File: config.mk
export PLATFORM = sky130hd
export DESIGN_NAME = mem_access_unit
export DESIGN_NICKNAME = d
export VERILOG_FILES = /design/src/rtl/mem_access_unit_pkg.sv /design/src/rtl/store_lane_align.sv /design/src/rtl/mem_access_unit.sv
export SDC_FILE = /design/constraint.sdc
export NUM_CORES = 1
export LEC_CHECK = 0
export BUFFER_PORTS_ARGS = -buffer_cell sky130_fd_sc_hd__buf_4
export CORE_ASPECT_RATIO = 2
export CORE_MARGIN = 2
export CORE_UTILIZATION = 31
export DETAILED_ROUTE_END_ITERATION = 12
export PLACE_DENSITY = 0.6
export SETUP_SLACK_MARGIN = 0.3
export SLEW_MARGIN = 20
export SYNTH_ARGS = -nofsm -noshare
export SYNTH_HDL_FRONTEND = slang
export SYNTH_SLANG_ARGS = --single-unit
File: constraint.sdc
create_clock -name CLK -period 1.9 [get_ports CLK]
set_input_delay 0.38 -clock CLK [delete_from_list [all_inputs] [get_ports CLK]]
set_output_delay 0.38 -clock CLK [all_outputs]
set_load 0.01 [all_outputs]
File: src/rtl/mem_access_unit_pkg.sv
// Shared definitions for the load/store front end: bus width, funct3 encodings,
// FSM state encoding and the access-size decode used by alignment and lane logic.
package mem_access_unit_pkg;

   localparam int BUS_SIZE = 32;

   localparam logic [2:0] F3_LB  = 3'b000;
   localparam logic [2:0] F3_LH  = 3'b001;
   localparam logic [2:0] F3_LW  = 3'b010;
   localparam logic [2:0] F3_LBU = 3'b100;
   localparam logic [2:0] F3_LHU = 3'b101;
   localparam logic [2:0] F3_SB  = 3'b000;
   localparam logic [2:0] F3_SH  = 3'b001;
   localparam logic [2:0] F3_SW  = 3'b010;

   typedef enum logic [1:0] {
      ST_IDLE   = 2'd0,
      ST_ACCESS = 2'd1,
      ST_DONE   = 2'd2
   } state_e;

   typedef enum logic [1:0] {
      SZ_BYTE = 2'd0,
      SZ_HALF = 2'd1,
      SZ_WORD = 2'd2
   } size_e;

   // Unknown encodings fall back to a full word in either direction.
   function automatic size_e access_size(input logic [2:0] f3, input logic is_store);
      size_e sz;
      sz = SZ_WORD;
      if (is_store) begin
         case (f3)
            F3_SB:   sz = SZ_BYTE;
            F3_SH:   sz = SZ_HALF;
            F3_SW:   sz = SZ_WORD;
            default: sz = SZ_WORD;
         endcase
      end else begin
         case (f3)
            F3_LB, F3_LBU: sz = SZ_BYTE;
            F3_LH, F3_LHU: sz = SZ_HALF;
            F3_LW:         sz = SZ_WORD;
            default:       sz = SZ_WORD;
         endcase
      end
      return sz;
   endfunction

endpackage

File: src/rtl/store_lane_align.sv
// Combinational byte-lane steering for stores plus the alignment check for
// every access size; loads always enable all four lanes.
module store_lane_align
   import mem_access_unit_pkg::*;
(
   input  logic [2:0]          funct3,
   input  logic                is_store,
   input  logic [1:0]          addr_lo,
   input  logic [BUS_SIZE-1:0] wd,
   output logic [BUS_SIZE-1:0] wdata,
   output logic [3:0]          byteen,
   output logic                misaligned
);

   size_e size;

   always_comb begin
      size       = access_size(funct3, is_store);
      wdata      = wd;
      byteen     = 4'b1111;
      misaligned = 1'b0;
      case (size)
         SZ_BYTE: begin
            if (is_store) begin
               wdata  = {4{wd[7:0]}};
               byteen = 4'b0001 << addr_lo;
            end
         end
         SZ_HALF: begin
            misaligned = addr_lo[0];
            if (is_store) begin
               wdata  = {2{wd[15:0]}};
               byteen = addr_lo[1] ? 4'b1100 : 4'b0011;
            end
         end
         default: begin
            misaligned = (addr_lo != 2'b00);
         end
      endcase
   end

endmodule

File: src/rtl/mem_access_unit.sv
// Load/store front end: one req/ack memory transaction per CPU access, with
// CPU stall, store lane alignment, right-aligned load return and a bus timeout.
module mem_access_unit
   import mem_access_unit_pkg::*;
#(
   parameter int TIMEOUT = 16
) (
   input  logic                CLK,
   input  logic                RESET,
   input  logic [BUS_SIZE-1:0] addr,
   input  logic [BUS_SIZE-1:0] writeData,
   input  logic [2:0]          funct3,
   input  logic                memRead,
   input  logic                memWrite,
   output logic                busywait,
   output logic [BUS_SIZE-1:0] fromMem,
   output logic                misaligned,
   output logic                bus_err,
   output logic                mem_req,
   output logic                mem_we,
   output logic [BUS_SIZE-1:0] mem_addr,
   output logic [BUS_SIZE-1:0] mem_wdata,
   output logic [3:0]          mem_byteen,
   input  logic [BUS_SIZE-1:0] mem_rdata,
   input  logic                mem_ack,
   output logic [1:0]          dbg_state
);

   localparam int CW = $clog2(TIMEOUT);
   localparam logic [CW-1:0] CNT_MAX = CW'(TIMEOUT - 1);

   state_e              state_q, state_d;
   logic [BUS_SIZE-1:0] addr_q, addr_d;
   logic                we_q, we_d;
   logic [BUS_SIZE-1:0] wdata_q, wdata_d;
   logic [3:0]          byteen_q, byteen_d;
   logic [CW-1:0]       cnt_q, cnt_d;
   logic [BUS_SIZE-1:0] from_mem_q, from_mem_d;
   logic                bus_err_q, bus_err_d;

   logic                req_any;
   logic                req;
   logic                mis_raw;
   logic [BUS_SIZE-1:0] lane_wdata;
   logic [3:0]          lane_byteen;

   // A write wins when the CPU raises memRead and memWrite together.
   store_lane_align u_align (
      .funct3     (funct3),
      .is_store   (memWrite),
      .addr_lo    (addr[1:0]),
      .wd         (writeData),
      .wdata      (lane_wdata),
      .byteen     (lane_byteen),
      .misaligned (mis_raw)
   );

   assign req_any    = memRead | memWrite;
   assign req        = req_any & ~mis_raw;
   assign misaligned = (state_q == ST_IDLE) & req_any & mis_raw;

   // Memory handshake: mem_req stays high for the whole ACCESS state with all
   // mem_* fields stable; a single-cycle mem_ack completes it. Acks seen outside
   // ACCESS belong to an abandoned transaction and are ignored.
   always_comb begin
      state_d    = state_q;
      addr_d     = addr_q;
      we_d       = we_q;
      wdata_d    = wdata_q;
      byteen_d   = byteen_q;
      cnt_d      = cnt_q;
      from_mem_d = from_mem_q;
      bus_err_d  = bus_err_q;
      busywait   = 1'b0;
      mem_req    = 1'b0;
      case (state_q)
         ST_IDLE: begin
            busywait = req;
            if (req) begin
               addr_d   = addr;
               we_d     = memWrite;
               wdata_d  = lane_wdata;
               byteen_d = lane_byteen;
               cnt_d    = '0;
               state_d  = ST_ACCESS;
            end
         end
         ST_ACCESS: begin
            busywait = 1'b1;
            mem_req  = 1'b1;
            cnt_d    = cnt_q + CW'(1);
            if (mem_ack) begin
               if (!we_q) begin
                  from_mem_d = mem_rdata >> {addr_q[1:0], 3'b000};
               end
               state_d = ST_DONE;
            end else if (cnt_q == CNT_MAX) begin
               bus_err_d  = 1'b1;
               from_mem_d = '0;
               state_d    = ST_DONE;
            end
         end
         ST_DONE: begin
            bus_err_d = 1'b0;
            cnt_d     = '0;
            state_d   = ST_IDLE;
         end
         default: begin
            state_d = ST_IDLE;
         end
      endcase
   end

   always_ff @(posedge CLK) begin
      if (RESET) begin
         state_q    <= ST_IDLE;
         addr_q     <= '0;
         we_q       <= 1'b0;
         wdata_q    <= '0;
         byteen_q   <= '0;
         cnt_q      <= '0;
         from_mem_q <= '0;
         bus_err_q  <= 1'b0;
      end else begin
         state_q    <= state_d;
         addr_q     <= addr_d;
         we_q       <= we_d;
         wdata_q    <= wdata_d;
         byteen_q   <= byteen_d;
         cnt_q      <= cnt_d;
         from_mem_q <= from_mem_d;
         bus_err_q  <= bus_err_d;
      end
   end

   assign mem_we     = we_q;
   assign mem_addr   = {addr_q[BUS_SIZE-1:2], 2'b00};
   assign mem_wdata  = wdata_q;
   assign mem_byteen = byteen_q;
   assign fromMem    = from_mem_q;
   assign bus_err    = bus_err_q;
   assign dbg_state  = state_q;

endmodule

==> flow_summary.toml <==
[global_route]
gr-total-overflow = 0
grt_pass1_wl_mm = 28.2
antenna_found_initial = 0
use_met1_pct = 21.1
use_met3_pct = 3.01
met2_usage_pct = 38.6
grt-busiest-layer = "met2"
grt_usage_pct = 20.4
first_global_vias = 5160
grt_start_max_net_pins = 52

[synth]
yosysTopAreaCellShare_pct = 41.1
synth_seq_area_share_pct = 41.1
ys_async_sr_fraction_pct = 0
synthesis.area_um2 = 5260
syn_inst = 616
synth.distinct_cells = 51
synth_warnings = 0
yosysTopAreaCell = "dfxtp_1"
synthFlopType = "dfxtp_1"
avgSynthCellArea_um2 = 8.53
synth_area_leaders = "dfxtp_1 41%, a21oi_1 8.4%, mux2i_1 7.8%"
synth_seq_cells = 108
synth_edf_count = 0

[place]
numPortBuffers = 208
gp_congestion = 0.848
post_dp_cell_area_um2 = 7030
dp_hpwl_mm = 13.9

[timing]
slew_viol_final = 0
setup_viol = 0
max_clock_freq_ghz = 0.556
rsz0062_at_grt = "true"
skew_ns = 0.00791
period_needed_ns = 1.80
max-slew-margin-rel_pct = 60.1
worst_pin_slew_ns = 0.598
hold_viol_final = 0
finalCritPeriodShare_pct = 94.7

[floorplanning]
start_util_pct = 31.5
die_h_um = 188
rows = 67
die_area_um2 = 18100
coreArea_um2 = 16700
dieWidth_um = 96.1
io_pins = 211

[power]
p_total_mw = 5.82
power_density_nw_per_um2 = 756
power_leakage_nw = 3.12
ir_drop_v = 0.000397

[flow_run]
drv_cap = 0

[clock_tree]
cts_tree = "done"
cts_hold_buf = 0
clock-sinks = 108
clockBufferDepth = 2
h-tree-depth = 3
root_buffer = "clkbuf_16"
numCtsBuffers = 9
clk_pin_slew_ns = 0.08
clkLatencyLatePin_ns = 0.34

[drt]
final_antenna_net_count = 0
finalWirelength_mm = 19.9
drt_iter0_drc = 187
via_count = 5291
wl_per_cell_um = 19.7
drc = 0
via_per_inst = 5.24
first_pass_iters = 4

[cells_and_area]
final_area_um2 = 7690
utilization_pct = 46.1
diodes = 0
drive_gt1_share_pct = 41.3
syn_to_final_growth_pct = 46.3
finish.net_count = 902

[worst_setup_path]
critPathMaxStageDelay_ns = 0.37
cpLargestDelayFamily = "compound AO/OA/AOI/OAI gates"
cp_num_buf_inv = 3
critPathRequiredTime_ns = 1.52
crit_top_cell = "buf_4"
critPathLaunch = "funct3[2]"
start_kind = "primary input"
end_kind = "primary output"
worstPathCellList = "buf_6, a221o_1, a21oi_2, buf_4, nor2_4, nor2_2, buf_4"
worst-setup-path-type = "in -> out"
worstPathMaxFanout = 2
arrival_ns = 1.42
rr_startpoint = "cnt_q[1]$_SDFFE_PP0P_"
slowest_stage = "a221o_1"

[outcome]
run_status = "finished clean"

[hold_path]
min_from = "addr[4]"
min-delay-path-class = "in -> reg"
-- synth_stat cells, drive strengths merged (10+ instances only) --
| cell | count |
|---|---|
| o21ai | 61 |
| mux2i | 41 |
| nor2 | 10 |
| clkbuf | 29 |
| nand2 | 43 |
| dfxtp | 108 |
| a211oi | 18 |
| a21oi | 88 |
| buf | 66 |
| o2bb2ai | 11 |
| o2111ai | 16 |
| nand3 | 63 |
-- stage by stage --
stage                     hold WS, ns  TNS, ns  setup WS [ns]  instances
after floorplan                 0.454        0          0.248        617
after global placement          0.446  -0.0300        -0.0300        976
after detailed placement        0.449  -0.0123        -0.0123        976
after CTS                       0.281        0          0.126        994
after global routing            0.283        0         0.0656       1009
final                           0.291        0          0.100       1009
-- timing repair --
| item | 4_1_cts | 5_1_grt |
|---|---|---|
| resized for setup | 11 | 39 |
| pin swaps | 6 | 11 |
| gates cloned | 0 | 6 |
| buffers inserted | 2 | 9 |
| endpoints found under the setup margin | 36 | 75 |
-- final timing paths --
path,endpoint,slack [ns],cells past startpoint
worst min register to register,fromMem[0]$_SDFFE_PP0P_,0.45,2
worst max-delay path,busywait,0.10,7
worst max register to register,fromMem[12]$_SDFFE_PP0P_,0.34,7
worst min-delay path,addr_q[4]$_SDFFE_PP0P_,0.29,3
-- tightest hold or removal path, stage by stage --
cell and delay, ns:
buf_4 0.11, nand3_1 0.06, a21oi_1 0.05
-- flip-flops by register name, summed over array words and instances (netlist names) --
| signal | cells |
|---|---|
| fromMem | 32 |
| cnt_q | 4 |
| mem_wdata | 32 |
| dbg_state | 2 |
| mem_byteen | 4 |
| addr_q | 32 |
| bus_err | 1 |
| mem_we | 1 |
-- cell usage in the layout, fill, tap and decap left out, drive strengths merged, types with 3 or more instances in the layout --
cell,synthesis,routed
nor3b,3,3
o2111ai,16,16
o2bb2ai,11,11
nor3,6,6
clkbuf,29,15
buf,66,260
a21oi,88,88
nor2,10,10
mux2i,41,41
nand3,63,63
a211oi,18,18
o21ai,61,61
inv,2,5
clkinv,1,3
nor2b,4,4
mux2,8,8
dfxtp,108,108
o21a,3,3
o31ai,8,8
nand2,43,43
-- power by group --
group | switching [mW] | internal [mW]
Combinational | 0.761 | 0.683
Sequential | 0.0798 | 2.40
Clock | 0.909 | 0.983
-- layer usage --
metal / up-vias / part of all wire (%)
met5: - / 0
met4: 0 / 4.6
met3: 39 / 4.7
met2: 173 / 57
met1: 2512 / 34
li1: 2567 / -
-- layout make-up --
class                   count  area [um2]
clock inverters             5        42.5
well taps                 207         259
multi-input cells         411        2740
flip-flops and latches    108        2170
repair buffers            264        2220
clock buffers              11         253
inverters                   3        11.3
fillers                  1671        8990
-- cell families after synthesis --
group	Yosys count	synth area share, %
buffers and inverters	98	10.4
AND/OR/NAND/NOR	142	13.9
other	1	0.0713
XOR/XNOR	2	0.333
flip-flops	108	41.1
multiplexers	49	9.52
AO/OA/AOI/OAI	215	24.4
adder cells (fa/ha/maj)	1	0.238
Power figures use the tool's default switching activity.
